==> src/rtl/buzzer_if.sv <==
// buzzer_if: request/status bundle between the key and clock logic and the buzzer sequencer
//   alarm_on  level, alarm requested while high
//   chime_req one-cycle pulse, request an hourly chime
//   click_req one-cycle pulse, request a key click
//   mute      level, silences everything while high
//   beep      registered buzzer drive
//   busy      high whenever the sequencer is not idle
//   mode      0 idle, 1 alarm, 2 chime, 3 click
interface buzzer_if;
    logic       alarm_on;
    logic       chime_req;
    logic       click_req;
    logic       mute;
    logic       beep;
    logic       busy;
    logic [1:0] mode;
    modport master (output alarm_on, chime_req, click_req, mute, input beep, busy, mode);
    modport slave (input alarm_on, chime_req, click_req, mute, output beep, busy, mode);
endinterface

==> src/rtl/buzzer_sequencer.sv <==
// buzzer_sequencer: prioritised alarm / chime / click tone sequencer for the piezo pin
//   clk, rst   system clock, synchronous active-high reset
//   bus        buzzer_if.slave: alarm_on, chime_req, click_req, mute in; beep, busy, mode out
//   BUZZER_CHIME_EN builds the two-tone chime; without it chime_req is ignored
module buzzer_sequencer #(
    parameter int TONE_HI_DIV = 25000,
    parameter int TONE_LO_DIV = 31250,
    parameter int BEAT_CYC    = 12500000,
    parameter int CLICK_CYC   = 1000000,
    parameter int DIV_W       = 16,
    parameter int BEAT_W      = 24
) (
    input logic     clk,
    input logic     rst,
    buzzer_if.slave bus
);
`ifdef BUZZER_CHIME_EN
    typedef enum logic [2:0] {IDLE, AL_ON, AL_OFF, CH_HI, CH_LO, CLICK} state_t;
`else
    typedef enum logic [2:0] {IDLE, AL_ON, AL_OFF, CLICK} state_t;
`endif
    state_t state, nxt;
    logic [DIV_W-1:0]  tone_cnt, tone_lim;
    logic [BEAT_W-1:0] beat_cnt, beat_lim;
    logic beep, restart, tone_st, tone_end, beat_end;
    always_comb begin
        tone_lim = DIV_W'(TONE_HI_DIV - 1);
`ifdef BUZZER_CHIME_EN
        if (state == CH_LO) tone_lim = DIV_W'(TONE_LO_DIV - 1);
`endif
        beat_lim = (state == CLICK) ? BEAT_W'(CLICK_CYC - 1) : BEAT_W'(BEAT_CYC - 1);
        tone_end = tone_cnt == tone_lim;
        beat_end = beat_cnt == beat_lim;
        nxt      = state;
        restart  = 1'b0;
        if (bus.mute)
            nxt = IDLE;
        else if (bus.alarm_on)
            nxt = (state == AL_ON)  ? (beat_end ? AL_OFF : AL_ON) :
                  (state == AL_OFF) ? (beat_end ? AL_ON : AL_OFF) : AL_ON;
        else if (state == AL_ON || state == AL_OFF)
            nxt = IDLE;
`ifdef BUZZER_CHIME_EN
        else if (bus.chime_req && (state == IDLE || state == CLICK))
            nxt = CH_HI;
`endif
        else if (bus.click_req && (state == IDLE || state == CLICK)) begin
            nxt     = CLICK;
            restart = state == CLICK;
        end
`ifdef BUZZER_CHIME_EN
        else if (beat_end && state == CH_HI)
            nxt = CH_LO;
`endif
        else if (beat_end && state != IDLE)
            nxt = IDLE;
`ifdef BUZZER_CHIME_EN
        tone_st = nxt inside {AL_ON, CH_HI, CH_LO, CLICK};
`else
        tone_st = nxt inside {AL_ON, CLICK};
`endif
    end
    // Any entry (including a click restart) starts the tone high with fresh counters;
    // otherwise nxt equals state, so tone_st also describes the current state.
    always_ff @(posedge clk) begin
        if (rst) begin
            state    <= IDLE;
            tone_cnt <= '0;
            beat_cnt <= '0;
            beep     <= 1'b0;
        end else begin
            state <= nxt;
            if (nxt != state || restart) begin
                tone_cnt <= '0;
                beat_cnt <= '0;
                beep     <= tone_st;
            end else if (state != IDLE) begin
                beat_cnt <= beat_cnt + BEAT_W'(1);
                if (tone_st) begin
                    tone_cnt <= tone_end ? '0 : tone_cnt + DIV_W'(1);
                    beep     <= beep ^ tone_end;
                end
            end
        end
    end
    assign bus.beep = beep;
    assign bus.busy = state != IDLE;
    assign bus.mode = (state == CLICK) ? 2'd3 :
                      (state == AL_ON || state == AL_OFF) ? 2'd1 :
                      (state == IDLE) ? 2'd0 : 2'd2;
endmodule
==> src/flat_wrapper.sv <==
// flat-port wrapper written by rule: the top's interface ports become plain ports
module buzzer_sequencer_flat 
#(
    parameter int TONE_HI_DIV = 25000,
    parameter int TONE_LO_DIV = 31250,
    parameter int BEAT_CYC    = 12500000,
    parameter int CLICK_CYC   = 1000000,
    parameter int DIV_W       = 16,
    parameter int BEAT_W      = 24
)
  (clk, rst, bus_alarm_on, bus_chime_req, bus_click_req, bus_mute, bus_beep, bus_busy, bus_mode);
  buzzer_if bus_i ();
  input logic clk;
  input logic rst;
  input wire logic [$bits(bus_i.alarm_on)-1:0] bus_alarm_on;
  input wire logic [$bits(bus_i.chime_req)-1:0] bus_chime_req;
  input wire logic [$bits(bus_i.click_req)-1:0] bus_click_req;
  input wire logic [$bits(bus_i.mute)-1:0] bus_mute;
  output wire logic [$bits(bus_i.beep)-1:0] bus_beep;
  output wire logic [$bits(bus_i.busy)-1:0] bus_busy;
  output wire logic [$bits(bus_i.mode)-1:0] bus_mode;
  assign bus_i.alarm_on = bus_alarm_on;
  assign bus_i.chime_req = bus_chime_req;
  assign bus_i.click_req = bus_click_req;
  assign bus_i.mute = bus_mute;
  assign bus_beep = bus_i.beep;
  assign bus_busy = bus_i.busy;
  assign bus_mode = bus_i.mode;
  buzzer_sequencer #(.TONE_HI_DIV(TONE_HI_DIV), .TONE_LO_DIV(TONE_LO_DIV), .BEAT_CYC(BEAT_CYC), .CLICK_CYC(CLICK_CYC), .DIV_W(DIV_W), .BEAT_W(BEAT_W)) u_core (.clk(clk), .rst(rst), .bus(bus_i));
endmodule
==> config.mk <==
export PLATFORM = sky130hd
export DESIGN_NAME = buzzer_sequencer_flat
export DESIGN_NICKNAME = d
export VERILOG_FILES = /design/src/rtl/buzzer_if.sv /design/src/rtl/buzzer_sequencer.sv /design/src/flat_wrapper.sv
export SDC_FILE = /design/constraint.sdc
export NUM_CORES = 1
export LEC_CHECK = 0
export ABC_AREA = 0
export CORE_MARGIN = 2
export CORE_UTILIZATION = 48
export CTS_BUF_LIST = sky130_fd_sc_hd__clkbuf_2 sky130_fd_sc_hd__clkbuf_4 sky130_fd_sc_hd__clkbuf_8
export DETAILED_ROUTE_END_ITERATION = 6
export GPL_TIMING_DRIVEN = 0
export PLACE_DENSITY_LB_ADDON = 0.25
export SLEW_MARGIN = 25
export SYNTH_ARGS = -nofsm -noshare
export SYNTH_HDL_FRONTEND = slang
export SYNTH_SLANG_ARGS = --single-unit
==> constraint.sdc <==
create_clock -name clk -period 3.37 [get_ports clk]
set_input_delay 1.011 -clock clk [delete_from_list [all_inputs] [get_ports clk]]
set_output_delay 1.011 -clock clk [all_outputs]
set_load 0.02 [all_outputs]
==> results.toml <==
[yosys]
synthAdderAreaFrac_pct = 1.03
yosysTopAreaCell = "dfxtp_1"
synth_common_cells = "nor2_1, dfxtp_1, nand2_1, xnor2_1, xor2_1"
synth_edf_count = 0
synthesis.nets = 304
yosys.area_share.simple_pct = 36.0
ys.flop_type = "dfxtp_1"
synth_top_area_share_pct = 36.1
synth_xor_area_share_pct = 13.3
synth-compound-area-share_pct = 8.62
synth_area_leaders = "dfxtp_1, xnor2_1, nor2_1"
async_reset_ff_share_pct = 0
synth-seq-cells = 44
synth_mux_area_share_pct = 0.975
synth_sequential_area_ratio_pct = 36.1
yosysMostFrequentCell = "nor2_1"
syn_area_sq_um = 2440
ys_types = 54
synthCells = 296
syn_avg_cell_area_sq_um = 8.23
ys_warn_count = 0
synth_top_family_by_area = "simple AND/OR/NAND/NOR gates"

[floorplanning]
dieArea_sq_um = 5660
die-height_um = 75.3
core-area_sq_um = 4820
row_count = 25
die_x_um = 75.3
start_util_pct = 50.6
pin_count = 10

[sta]
grt_setup_unrepaired = "false"
clock_skew_ps = 5.47
setup_viol = 0
max_freq_mhz = 309
period_share_pct = 96.0
setup_ws_ps = 136
relSlewSlack_pct = 48.6
hold_viol_final = 0
tightest_slew_ps = 766
fin_crit_ps = 3230
report.final.slew_viol_count = 0
hold_ws_ps = 512

[power]
power.internal_mw = 0.776
seqPwrFrac_pct = 51.9
comb_power_share_pct = 9.0
switchingPower_mw = 0.242
p_leak_nw = 0.841
switching_share_pct = 23.8
power.density_nw_per_um2 = 377
p_clk_share_pct = 39.1
irDropWorstVdd_mv = 0.222

[status]
status = "finished clean"

[routing]
drtPass1Iterations = 4
drtAntennaViolNets = 0
vias = 2048
drt_wl_total_um = 5040
viasPerCell = 5.43
avgRoutedWirePerCell_um = 13.4
drc_errors = 0
drtIter0Drc = 127

[cts]
worstSkewPairLatency_ps = 290
post-cts-setup-buffers = 0
ctsHoldBuffers = 0
clk_transition_reported_paths_ps = 80
clockRootBuffer = "clkbuf_8"
cts_tree = "built"
clk_path_buf_depth = 2
cts_made_buffers = 5
cts.sinks = 44
cts_max_level = 2

[critical_path]
startpoint = "u_core.state[2]"
rrSetupSlack_ps = 580
cp.arrival_ps = 2220
worstPathMaxFanout = 10
crit_type = "reg2out"
crit_required_ps = 2360
rr_startpoint = "u_core.beat_cnt[0]"
critPathCaptureType = "output port"
start_kind = "flop"

[place]
dpl_worst_slack_ps = -295
port_buffers = 7
place_area_sq_um = 2590
dpl.cell_count = 370
hpwlAfterDp_um = 3660
gp_congestion = 0.882

[flow_run]
maxCapViolCount = 0

[cells_and_area]
layout.nets = 317
antenna_cells = 0
drive_above_1_share_pct = 9.68
finalNonFillerCells = 377
fillerInstances = 459
area_delta_synth_final_pct = 10.8
stdcell_area_sq_um = 2700

[grt]
overflow = 0
grt_max_degree = 15
grt.total_usage_pct = 19.5
grt_pass1_wl_um = 8660
grt_pass1_vias = 1926
antenna_found_initial = 0

[min_path]
hp-start = "u_core.tone_cnt[1]"
hp-class = "reg2reg"
-- cells in the final DEF (no fill, tap or decap), types with 3 or more instances in the layout --
cell and n:
nand3_1 7, xnor2_1 24, and3_1 6, nand2b_1 6, inv_1 5, nand4_1 12, nand2_1 24, clkdlybuf4s50_1 7
a21oi_1 6, dfxtp_1 44, nor3_1 11, nor2b_1 6, o21ai_0 4, clkbuf_1 4, or3_1 3, nor4_1 11
buf_2 4, clkbuf_8 5, nor4_2 5, a21o_1 3, xor2_1 13, nor2_1 54
-- power by group through the flow --
stage / Combinational (mW) / Sequential [mW] / Clock (mW)
after global routing: 0.101 / 0.529 / 0.432
after floorplan: 0.0624 / 0.540 / 0
after detailed placement: 0.0916 / 0.540 / 0
after CTS: 0.0921 / 0.528 / 0.411
after global placement: 0.0901 / 0.540 / 0
final: 0.0915 / 0.528 / 0.398
-- repair_timing --
action,CTS,global route
endpoints found under the hold margin,0,0
endpoints found under the setup margin,0,10
resized for setup,0,1
-- registers in the layout, indices dropped and copies added (netlist names) --
name             flops
u_core.bus.beep      1
u_core.state         3
u_core.tone_cnt     16
u_core.beat_cnt     24
-- area by class of cell --
type                       instances  area, sq um  area share, %
buffer                            12         70.1           2.59
multi-input combinational        233         1460           54.1
clock buffer                       5         68.8           2.55
tap                               67         83.8           3.10
sequential                        44          881           32.6
timing repair buffer               7         70.1           2.59
clock inverter                     3         42.5           1.58
inverter                           6         22.5          0.834
-- worst paths after layout --
check                   endpoint  cells after the start
max                     bus_busy                      4
min           u_core.tone_cnt[1]                      2
max reg2reg  u_core.tone_cnt[12]                     10
min reg2reg   u_core.tone_cnt[1]                      2
-- metal layers --
| layer | vias up | track usage (%) | wire [um] |
|---|---|---|---|
| met2 | 34 | 31.1 | 2360 |
| li1 | 1064 | - | - |
| met4 | 0 | 5.85 | 36 |
| met1 | 944 | 26.9 | 2520 |
| met5 | - | 0 | 0 |
| met3 | 6 | 3.88 | 126 |
-- stage by stage --
step,setup TNS [ps],power (mW),utilization [%]
2_1_floorplan,0,0.603,-
6_report,0,1.02,56.1
3_3_place_gp,-3520,0.630,53.8
4_1_cts,0,1.03,56.1
3_5_place_dp,-4800,0.632,53.8
5_1_grt,0,1.06,56.1
-- critical path: stages (launching register included) --
cell             delay, ps
dfxtp_1                300
buf_2                  160
nor3_1                 600
inv_2                  260
clkdlybuf4s50_1        610
-- cell families after synthesis --
| family | after synthesis |
|---|---|
| compound gates | 30 |
| xor+xnor | 37 |
| buf+inv | 19 |
| fa+ha+maj | 2 |
| simple gates | 162 |
| mux | 2 |
| flops | 44 |
Note: power is estimated with default switching activity, not from simulation.
